## src/rtl/motor_pwm_driver.sv

```systemverilog
// motor_pwm_driver: turns line-follower drive commands into left/right motor
// PWM plus a shared direction bit. Commands are synchronised, duty ramps up
// softly, the inner wheel is capped while turning, and any direction change
// passes through a dead-time brake with both PWMs held low.
module motor_pwm_driver #(
    parameter int PWM_WIDTH = 8,
    parameter int MAX_DUTY  = 255,
    parameter int TURN_DUTY = 128,
    parameter int RAMP_STEP = 8,
    parameter int RAMP_DIV  = 16,
    parameter int DEADTIME  = 32
) (
    input  logic       clk,
    input  logic       rst_n,
    input  logic       en,
    input  logic       cmd_fwd,
    input  logic       cmd_rev,
    input  logic       cmd_left,
    input  logic       cmd_right,
    output logic       pwm_left,
    output logic       pwm_right,
    output logic       dir_fwd,
    output logic [1:0] state
);

    localparam int DW1 = PWM_WIDTH + 1;
    localparam int RW  = (RAMP_DIV > 1) ? $clog2(RAMP_DIV) : 1;
    localparam int TW  = (DEADTIME > 1) ? $clog2(DEADTIME) : 1;

    localparam logic [PWM_WIDTH-1:0] MAX_D  = PWM_WIDTH'(MAX_DUTY);
    localparam logic [PWM_WIDTH-1:0] TURN_D = PWM_WIDTH'(TURN_DUTY);
    localparam logic [RW-1:0]        RAMP_LAST = RW'(RAMP_DIV - 1);
    localparam logic [TW-1:0]        DEAD_LAST = TW'(DEADTIME - 1);

    typedef enum logic [1:0] {
        IDLE    = 2'b00,
        RUN_FWD = 2'b01,
        RUN_REV = 2'b10,
        BRAKE   = 2'b11
    } state_t;

    state_t               st;
    logic [4:0]           meta, sync;
    logic [PWM_WIDTH-1:0] duty, pwm_cnt, wheel_l, wheel_r, ramp_next;
    logic [DW1-1:0]       duty_sum;
    logic [RW-1:0]        ramp_cnt;
    logic [TW-1:0]        dead_cnt;
    logic                 en_s, fwd_s, rev_s, left_s, right_s;
    logic                 req_fwd, req_rev, running;

    // Two-flop synchronisers on every asynchronous command input.
    always_ff @(posedge clk or negedge rst_n) begin
        if (!rst_n) begin
            meta <= '0;
            sync <= '0;
        end else begin
            meta <= {en, cmd_fwd, cmd_rev, cmd_left, cmd_right};
            sync <= meta;
        end
    end

    assign {en_s, fwd_s, rev_s, left_s, right_s} = sync;

    // Conflicting requests or a dropped enable both decode to "no request".
    assign req_fwd = fwd_s & ~rev_s & en_s;
    assign req_rev = rev_s & ~fwd_s & en_s;
    assign running = (st == RUN_FWD) || (st == RUN_REV);

    // Saturating ramp step, one bit wider so it can never wrap.
    assign duty_sum  = {1'b0, duty} + DW1'(RAMP_STEP);
    assign ramp_next = (duty_sum > {1'b0, MAX_D}) ? MAX_D : duty_sum[PWM_WIDTH-1:0];

    // Per-wheel duty: inner wheel capped while turning, zero outside RUN.
    always_comb begin
        wheel_l = '0;
        wheel_r = '0;
        if (running) begin
            wheel_l = (left_s  && (duty > TURN_D)) ? TURN_D : duty;
            wheel_r = (right_s && (duty > TURN_D)) ? TURN_D : duty;
        end
    end

    // Drive FSM with soft-start ramp and dead-time brake.
    always_ff @(posedge clk or negedge rst_n) begin
        if (!rst_n) begin
            st       <= IDLE;
            duty     <= '0;
            ramp_cnt <= '0;
            dead_cnt <= '0;
            dir_fwd  <= 1'b0;
        end else begin
            case (st)
                IDLE: begin
                    duty     <= '0;
                    ramp_cnt <= '0;
                    dead_cnt <= '0;
                    if (req_fwd) begin
                        st      <= RUN_FWD;
                        dir_fwd <= 1'b1;
                    end else if (req_rev) begin
                        st      <= RUN_REV;
                        dir_fwd <= 1'b0;
                    end
                end
                RUN_FWD, RUN_REV: begin
                    if ((st == RUN_FWD) ? req_fwd : req_rev) begin
                        if (ramp_cnt == RAMP_LAST) begin
                            ramp_cnt <= '0;
                            duty     <= ramp_next;
                        end else begin
                            ramp_cnt <= ramp_cnt + 1'b1;
                        end
                    end else begin
                        // Any change of request goes through the brake first.
                        st       <= BRAKE;
                        duty     <= '0;
                        ramp_cnt <= '0;
                        dead_cnt <= '0;
                    end
                end
                default: begin
                    duty <= '0;
                    if (dead_cnt == DEAD_LAST) begin
                        st       <= IDLE;
                        dead_cnt <= '0;
                    end else begin
                        dead_cnt <= dead_cnt + 1'b1;
                    end
                end
            endcase
        end
    end

    // Free-running PWM counter and registered compare outputs.
    always_ff @(posedge clk or negedge rst_n) begin
        if (!rst_n) begin
            pwm_cnt   <= '0;
            pwm_left  <= 1'b0;
            pwm_right <= 1'b0;
        end else begin
            pwm_cnt   <= pwm_cnt + 1'b1;
            pwm_left  <= (pwm_cnt < wheel_l);
            pwm_right <= (pwm_cnt < wheel_r);
        end
    end

    assign state = st;

endmodule

```

## config.mk

```make
export PLATFORM = sky130hd
export DESIGN_NAME = motor_pwm_driver
export DESIGN_NICKNAME = d
export VERILOG_FILES = /design/src/rtl/motor_pwm_driver.sv
export SDC_FILE = /design/constraint.sdc
export NUM_CORES = 1
export LEC_CHECK = 0
export ABC_CLOCK_PERIOD_IN_PS = 2800
export BUFFER_PORTS_ARGS = -buffer_cell sky130_fd_sc_hd__buf_2
export CAP_MARGIN = 25
export CORE_ASPECT_RATIO = 1.5
export CORE_MARGIN = 8
export CORE_UTILIZATION = 45
export DETAILED_ROUTE_END_ITERATION = 10
export SYNTH_ARGS = -nofsm -noshare
export SYNTH_HDL_FRONTEND = slang
export SYNTH_SLANG_ARGS = --single-unit
```

## constraint.sdc

```tcl
create_clock -name clk -period 2.8 [get_ports clk]
set_input_delay 0.42 -clock clk [delete_from_list [all_inputs] [get_ports clk]]
set_output_delay 0.42 -clock clk [all_outputs]
set_load 0.02 [all_outputs]
```

# Word level (Yosys, flattened, before mapping)
# Index checks and enable logic that the tools add are counted.
dict set report totals {
  register_bits 40
  output_inout_bits 5
  wordCells 63
}
dict set report op_classes {
  n_addsub 4
  n_lt_le_gt_ge 4
  eq_ne 7
  muxes 22
  n_bitwise 6
  reduce_logical 10
}
# op count
set ops {}
lappend ops {{$mux W8} 8}
lappend ops {{$lt A8 B8 Y1} 2}
lappend ops {{$mux W5} 2}
lappend ops {{$pmux W5 S2} 1}
lappend ops {{$add A8 B4 Y9 const B} 1}
lappend ops {{$gt A9 B8 Y1 const B} 1}
lappend ops {{$add A8 B1 Y8 const B} 1}
lappend ops {{$gt A8 B8 Y1 const B} 1}
lappend ops {{$mux W2} 4}
lappend ops {{$mux W4} 2}
lappend ops {{$pmux W4 S2} 1}
lappend ops {{$ne A3 B3 Y1 const B} 2}
lappend ops {{$add A5 B1 Y5 const B} 1}
lappend ops {{$eq A5 B5 Y1 const B} 1}
lappend ops {{$add A4 B1 Y4 const B} 1}
lappend ops {{$and A1 B1 Y1} 4}
lappend ops {{$eq A4 B4 Y1 const B} 1}
lappend ops {{$pmux W2 S2} 1}
lappend ops {{$reduce_bool A2 Y1} 2}
lappend ops {{$mux W1} 3}
lappend ops {{$reduce_and A3 Y1} 1}
lappend ops {{$reduce_bool A3 Y1} 1}
lappend ops {{$eq A2 B1 Y1 const B} 1}
lappend ops {{$eq A2 B2 Y1 const B} 1}
lappend ops {{7 further kinds} 9}

# Logic depth before layout (Yosys ltp)
# Gate-level depths: netlist (run 1).
dict set report depth {
  word_depth 6
  mapped_depth 10
}

# Least setup slack after synthesis (run 1)
# Ideal clock, no wire load.
dict set report synth_timing {
  kind {reg-to-reg}
  start {register st[0] (netlist: state[0])}
  end {register pwm_left}
  setup_ns 0.126
  t_arrival_ns 2.067
  t_required_ns 2.674
  path_slack_ns 0.607
  stages_incl_launch_ff 9
  period_less_slack_ns 2.193
  cell_sequence {dfrtp_1 > inv_1 > ha_1 > buf_2 > a21boi_2 > nand2_1 > ha_1 > nand4_1 > o311a_1}
}
dict set report synth_between {
  elab_chain_cells 4
  elab_cells_between_ends 5
}
# item line
set synth_rtl {}
lappend synth_rtl {{start: declaration} 42} ;# state_t st;
lappend synth_rtl {{start signal: assignment} 86} ;# st <= IDLE;
lappend synth_rtl {{start signal: assignment} 98} ;# st <= RUN_FWD;
lappend synth_rtl {{start signal: assignment} 101} ;# st <= RUN_REV;
lappend synth_rtl {{$eq A2 B1 Y1 or $eq A2 B2 Y1 (tied branches)} 67} ;# assign running = (st == RUN_FWD) || (st == RUN_REV);
lappend synth_rtl {{$logic_or A1 B1 Y1 *} 67}
lappend synth_rtl {{$mux W8 *} 77} ;# if (running) begin
lappend synth_rtl {{$lt A8 B8 Y1 *} 142} ;# pwm_left <= (pwm_cnt < wheel_l);
lappend synth_rtl {{end signal: assignment} 142}
lappend synth_rtl {{end: declaration} 20} ;# output logic pwm_left,
# Every way passes the cells marked *; elsewhere a longest branch is shown, timed or not.
# A chain may end at the register's enable or synchronous reset.

# Worst setup path after layout (run 1)
dict set report layout_timing {
  start {register st[0] (netlist: state[0])}
  end {register pwm_right}
}
dict set report layout_between {
  elab_chain_cells 4
  elab_cells_between_ends 5
}
# item line
set layout_rtl {}
lappend layout_rtl {{$eq A2 B1 Y1 or $eq A2 B2 Y1 (tied branches)} 67}
lappend layout_rtl {{$logic_or A1 B1 Y1 *} 67}
lappend layout_rtl {{$mux W8 *} 77}
lappend layout_rtl {{$lt A8 B8 Y1 *} 143} ;# pwm_right <= (pwm_cnt < wheel_r);
lappend layout_rtl {{end signal: assignment} 143}
lappend layout_rtl {{end: declaration} 21} ;# output logic pwm_right,
# Marked as above.

==> results_dict.tcl, run 1 <==
set metrics [dict create \
    cts_setup_buffers 0 \
    grt_antenna_before_repair 0 \
    synth-async-reset-ratio_pct 100 \
    die_area_um2 7220 \
    vias 1581 \
    finClkSkew_ns 0.00587 \
    yosys.cell_types.count 49 \
    hpwl_um 3210 \
    period_minus_slack_ns 2.44 \
    tightest_slew_ns 0.825 \
    dp.cells 276 \
    crit_arrival_ns 2.66 \
    crit_fanout 9 \
    final_nets 249 \
    yosys.area.top_type "dfrtp_1" \
    clockRootBuffer "clkbuf_8" \
    synth_area_leaders "dfrtp_1 45%, ha_1 14%, nand2_1 5.3%, nor2_1 3.0%, a21oi_1 2.6%" \
    status "finished clean" \
    cts.sinks 38 \
    cap_violations 0 \
    chipWidth_um 72.1 \
    grt_pass1_wl_um 7710 \
    r2r_start "state[0]$_DFFE_PN0P_" \
    p_leak_nw 1.08 \
    syn_inst 208 \
    grt_max_degree 39 \
    drive_gt1_share_pct 14.2 \
    wl_um 4270 \
    fp.dieH_um 100 \
    cts_made_buffers 5 \
    areaGrowthSynthToFinish_pct 9.71 \
    cp-end-kind "register" \
    grt_pass1_vias 1754 \
    p_per_area_nw_per_um2 664 \
    rsz0062_at_grt "false" \
    ir_drop_mv 0.430 \
    cpMostUsedCell "ha_1" \
    clock.fmax_mhz 410 \
    post_drt_wl_per_cell_um 15.1 \
    antenna_left 0 \
    core_area_um2 4540 \
    cts_max_path_buffers 2 \
    htreeDepth 2 \
    min_path_type "input pin to async pin" \
    tns_ns 0 \
    synthSimpleGateAreaFrac_pct 18.8 \
    fin_cells 283 \
    syn_area_um2 2130 \
    clk_pin_slew_ns 0.07 \
    crit_family "compound AO/OA/AOI/OAI gates" \
    grt_overflow 0 \
    synth_warnings 0 \
    grt_usage_pct 13.3 \
    cts_tree "built" \
    slew_violations 0 \
    yosysSeqAreaShare_pct 44.7 \
    path_class "register to register" \
    port_buffers 11 \
    synth_ff_type "dfrtp_1" \
    muxShareOfSynthArea_pct 1.53 \
    syn-num-nets 238 \
    vias_per_cell 5.59 \
    cp-startpoint "state[0]$_DFFE_PN0P_" \
    synth_top_family_by_area "simple AND/OR/NAND/NOR gates" \
    ctsHoldBuffers 0 \
    ys_ff_latch 38 \
    use_met3_pct 2.79 \
    synth_compound_area_share_pct 14.9 \
    firstDrtPassIters 4 \
    dr.first_iter.drc_count 68 \
    synth_xor_area_share_pct 3.30 \
    synth_top_area_share_pct 44.7 \
    final_util_pct 51.3 \
    start_util_pct 46.8 \
    crit_required_ns 3.02 \
    clock_latency_ns 0.28 \
    use_met2_pct 26.0 \
    yosys.area_share.adder_pct 13.5 \
    critPathMaxStageDelay_ns 0.50 \
    post-route-period-util_pct 87.1 \
    use_met1_pct 12.6 \
    synth.avg_cell_area_um2 10.2 \
    critPathBufInv 1 \
    start_kind "register" \
    top_usage_layer "met2" \
    slowest_stage "ha_1" \
    gp_congestion 0.837 \
    synth_edf_count 0 \
    io-pin-count 12 \
    hold_viol 0 \
    antenna_cells 0 \
    placementRows 30 \
    worstPathCellList "inv_1, ha_1, a21boi_2, nand2_1, ha_1, a21oi_1, nor2b_1, o21ai_0, o311a_1" \
    setup_viol 0 \
    max_slew_margin_pct 45.0 \
    cts_resized 0 \
    drc 0 \
]
## power breakdown
part	leakage, nW	internal (mW)	total [mW]	switching [mW]
clock network	0.0573	0.285	0.469	0.184
logic	0.539	0.177	0.452	0.276
registers	0.483	0.588	0.628	0.0394
total	1.08	1.05	1.55	0.499
## registers in the layout, summed over array words and instances (netlist names)
name	cells
pwm_right	1
sync	5
duty	6
dir_fwd	1
pwm_cnt	8
state	2
dead_cnt	5
pwm_left	1
meta	5
ramp_cnt	4
## Yosys cell counts (all sizes together) (2+ instances only)
cell    number
a31oi        2
xnor2        6
nand4        5
o311a        2
ha          23
xor2         2
nand2b       2
nand2       31
a21boi       2
nor2        17
inv          7
and3         4
nand3        7
o21ai        9
mux2         2
nor3b        2
clkbuf       3
a21o         4
nor4         2
buf          4
dfrtp       38
a21oi       11
a211oi       2
nor2b        4
## layout make-up
class,count,area [um^2]
fill,413,2210
multi-input combinational,156,1110
sequential,38,951
clock buffer,6,82.6
tap,64,80.1
timing repair buffer,11,55.1
clock inverter,1,30.0
inverter,7,26.3
## cells by family after synthesis
group / count (synthesis)
adders and majority gates: 23
xor gates and xnor gates: 8
and+or+nand+nor: 79
muxes: 3
AOI/OAI and AO/OA: 43
DFF: 38
buffers and inverters: 14
## worst reg2reg max path: stages, from the launching register on
cell	delay, ns
dfrtp_1	0.43
inv_1	0.08
ha_1	0.50
a21boi_2	0.35
nand2_1	0.11
ha_1	0.31
a21oi_1	0.18
nor2b_1	0.07
o21ai_0	0.16
o311a_1	0.19
## cells in the final DEF (no fill, tap or decap), drive strengths merged, types with 4 or more instances in the layout
| master | synthesis | final |
|---|---|---|
| a21oi | 11 | 11 |
| xnor2 | 6 | 6 |
| nor2 | 17 | 17 |
| buf | 4 | 11 |
| dfrtp | 38 | 38 |
| nand2 | 31 | 31 |
| nand4 | 5 | 5 |
| a21o | 4 | 4 |
| inv | 7 | 7 |
| o21ai | 9 | 9 |
| ha | 23 | 23 |
| nand3 | 7 | 7 |
| clkbuf | 3 | 6 |
| and3 | 4 | 4 |
| nor2b | 4 | 4 |
## metal layers
metal,wire [um],vias to the layer above
li1,-,759
met1,1690,779
met2,2380,37
met3,135,6
met4,70,0
met5,0,-
## final timing paths
path / to / slack [ns] / depth (start not counted)
worst min register to register: sync[0]$_DFF_PN0_ / 0.35 / 0
max in group asynchronous: duty[6]$_DFFE_PN0P_ / 2.05 / 1
worst max-delay path: pwm_right$_DFF_PN0_ / 0.36 / 9
min in group clk: meta[4]$_DFF_PN0_ / 0.24 / 1
worst max register to register: pwm_right$_DFF_PN0_ / 0.36 / 9
worst min-delay path: pwm_cnt[7]$_DFF_PN0_ / 0.23 / 1
## per-stage QoR
| step | setup slack (ns) | power (mW) | hold WS, ns | instance area [um^2] |
|---|---|---|---|---|
| floorplan | 0.607 | 0.990 | 0.124 | 2130 |
| global placement | 0.633 | 1.07 | 0.334 | 2220 |
| detailed placement | 0.408 | 1.09 | 0.336 | 2220 |
| CTS | 0.376 | 1.57 | 0.230 | 2330 |
| global route | 0.211 | 1.65 | 0.226 | 2330 |
| finish | 0.362 | 1.55 | 0.230 | 2330 |
No activity file was read; power rests on OpenSTA's default activity.
==> run 2: changes to the inputs <==
--- a/config.mk
+++ b/config.mk
@@ -5,13 +5,16 @@
 export SDC_FILE = /design/constraint.sdc
 export NUM_CORES = 1
 export LEC_CHECK = 0
-export ABC_CLOCK_PERIOD_IN_PS = 2800
+export ABC_CLOCK_PERIOD_IN_PS = 2900
 export BUFFER_PORTS_ARGS = -buffer_cell sky130_fd_sc_hd__buf_2
 export CAP_MARGIN = 25
+export CELL_PAD_IN_SITES_DETAIL_PLACEMENT = 0
+export CELL_PAD_IN_SITES_GLOBAL_PLACEMENT = 1
 export CORE_ASPECT_RATIO = 1.5
 export CORE_MARGIN = 8
 export CORE_UTILIZATION = 45
 export DETAILED_ROUTE_END_ITERATION = 10
+export PLACE_DENSITY_LB_ADDON = 0.15
 export SYNTH_ARGS = -nofsm -noshare
 export SYNTH_HDL_FRONTEND = slang
 export SYNTH_SLANG_ARGS = --single-unit
==> constraint.sdc (replaced) <==
create_clock -name clk -period 2.9 [get_ports clk]
set_input_delay 0.435 -clock clk [delete_from_list [all_inputs] [get_ports clk]]
set_output_delay 0.435 -clock clk [all_outputs]
set_load 0.02 [all_outputs]
==> run 2 against run 1 <==
Against the previous run:
- combinational power is 3% lower
- clock skew is 0.0014 ns lower
- largest power group unchanged
- power is 8.4% lower
- sequential share of layout area is 0.31 points higher
- critical path depth is 2 lower
- worst setup slack better by 0.23 ns
- first-iteration DRC count is 4.4% higher
- highest routed layer unchanged
- clock-buffer cell count stayed put
- clock power is 20% lower
- sequential cell count stayed put
- register-to-register slack better by 0.23 ns
- cell count is 0.35% higher
==> results_dict.tcl, run 2 (synthesis results as in run 1) <==
set metrics [dict create \
    top_usage_layer "met2" \
    final_util_pct 51.0 \
    vias_per_cell 5.40 \
    wl_um 4250 \
    core_area_um2 4540 \
    p_per_area_nw_per_um2 613 \
    hpwl_um 3210 \
    post_drt_wl_per_cell_um 14.9 \
    slew_violations 0 \
    final_nets 249 \
    firstDrtPassIters 4 \
    clock_latency_ns 0.29 \
    placementRows 30 \
    path_class "register to register" \
    antenna_cells 0 \
    rsz0062_at_grt "false" \
    start_util_pct 46.8 \
    status "finished clean" \
    cpMostUsedCell "ha_1" \
    slowest_stage "ha_1" \
    largest_reg_flops 8 \
    placed_area_um2 2220 \
    critPathMaxStageDelay_ns 0.48 \
    pwr-share-seq_pct 42.6 \
    chipWidth_um 72.1 \
    switching_share_pct 34.5 \
    final_cell_mix "38 x dfrtp_1, 30 x nand2_1, 23 x ha_1" \
    use_met3_pct 2.59 \
    use_met1_pct 14.6 \
    use_met2_pct 23.4 \
    tns_ns 0 \
    cts_max_path_buffers 2 \
    gp_congestion 0.817 \
    min_path_type "input pin to async pin" \
    grt_max_degree 39 \
    hold_viol 0 \
    io-pin-count 12 \
    drc 0 \
    grt_overflow 0 \
    p_int_mw 0.930 \
    clockRootBuffer "clkbuf_8" \
    final_common_cell "dfrtp_1" \
    p_leak_nw 1.07 \
    areaGrowthSynthToFinish_pct 8.89 \
    worstPathCellList "inv_1, ha_1, a21boi_2, nand2_1, ha_1, nand4_1, o311a_1" \
    clock.fmax_mhz 432 \
    cts_made_buffers 5 \
    antenna_left 0 \
    dpl_worst_slack_ns 0.603 \
    port_buffers 11 \
    final_area_um2 2310 \
    dr.first_iter.drc_count 71 \
    biggestRegsByFlops "pwm_cnt: 8 flops, duty: 6 flops" \
    cp-end-kind "register" \
    ir_drop_mv 0.432 \
    grt_antenna_before_repair 0 \
    cts_setup_buffers 0 \
    fin_ws_ns 0.588 \
    clkPwrFrac_pct 26.6 \
    crit_required_ns 3.07 \
    setup_viol 0 \
    cts_tree "built" \
    drive_gt1_share_pct 14.5 \
    post-route-period-util_pct 79.7 \
    grt_pass1_vias 1669 \
    grt_usage_pct 13.2 \
    fp.dieH_um 100 \
    die_area_um2 7220 \
    p_comb_share_pct 30.8 \
    tightest_slew_ns 0.847 \
    largest-register "pwm_cnt" \
    clk_pin_slew_ns 0.07 \
    ctsHoldBuffers 0 \
    cap_violations 0 \
    period_minus_slack_ns 2.31 \
    max_slew_margin_pct 43.5 \
    grt_pass1_wl_um 7620 \
    cts_resized 0 \
    n_fill_cell 418 \
    htreeDepth 2 \
    start_kind "register" \
    crit_fanout 9 \
    crit_arrival_ns 2.48 \
    cts.sinks 38 \
    finClkSkew_ns 0.00448 \
    vias 1535 \
    switchingPower_mw 0.489 \
]
run 2: cell types whose count changed in the layout (fill, tap and decap cells not counted):
cell        delta
bufinv_16      -1
clkinv_2       +1
clkinvlp_4     +1
run 2: area by class of cell:
class                      instances  area, um^2  area share [%]
inverter                           7        26.3            1.14
clock inverter                     2        12.5           0.541
timing repair buffer              11        55.1            2.38
multi-input combinational        156        1110            47.8
sequential                        38         951            41.1
tap                               64        80.1            3.46
clock buffer                       6        82.6            3.57
run 2: worst paths after layout:
check,start,endpoint,slack [ns],depth (start not counted)
max reg2reg,state[0]$_DFFE_PN0P_,pwm_right$_DFF_PN0_,0.59,7
min reg2reg,meta[4]$_DFF_PN0_,sync[4]$_DFF_PN0_,0.35,0
min in group clk,cmd_right,meta[0]$_DFF_PN0_,0.25,1
max in group asynchronous,rst_n,duty[4]$_DFFE_PN0P_,2.11,1
max,state[0]$_DFFE_PN0P_,pwm_right$_DFF_PN0_,0.59,7
min,rst_n,pwm_cnt[0]$_DFF_PN0_,0.25,1
run 2: routing by layer:
layer	part of all wire [%]	up-vias
met1	41	752
met5	0	-
li1	-	764
met2	56	13
met3	1.8	6
met4	1.4	0
run 2: through the flow:
step / hold slack, ns / std cells / total power [mW]
floorplan: 0.139 / 208 / 0.956
global placement: 0.332 / 276 / 1.04
detailed placement: 0.336 / 276 / 1.06
CTS: 0.239 / 284 / 1.45
global route: 0.238 / 284 / 1.52
finish: 0.246 / 284 / 1.42
run 2: power groups by stage:
| stage | combinational, mW | clock [mW] | sequential, mW |
|---|---|---|---|
| 2_1_floorplan | 0.328 | 0 | 0.629 |
| 3_3_place_gp | 0.426 | 0 | 0.610 |
| 3_5_place_dp | 0.444 | 0 | 0.616 |
| 4_1_cts | 0.447 | 0.393 | 0.605 |
| 5_1_grt | 0.501 | 0.413 | 0.610 |
| 6_report | 0.437 | 0.377 | 0.605 |
run 2: worst max-delay path, delay by kind of cell, from the launching register on:
kind	cells	cell delay, ns
flip-flops	1	0.41
AND/OR/NAND/NOR	2	0.23
adder cells (fa/ha/maj)	2	0.78
AO/OA/AOI/OAI	2	0.71
buffers and inverters	1	0.07
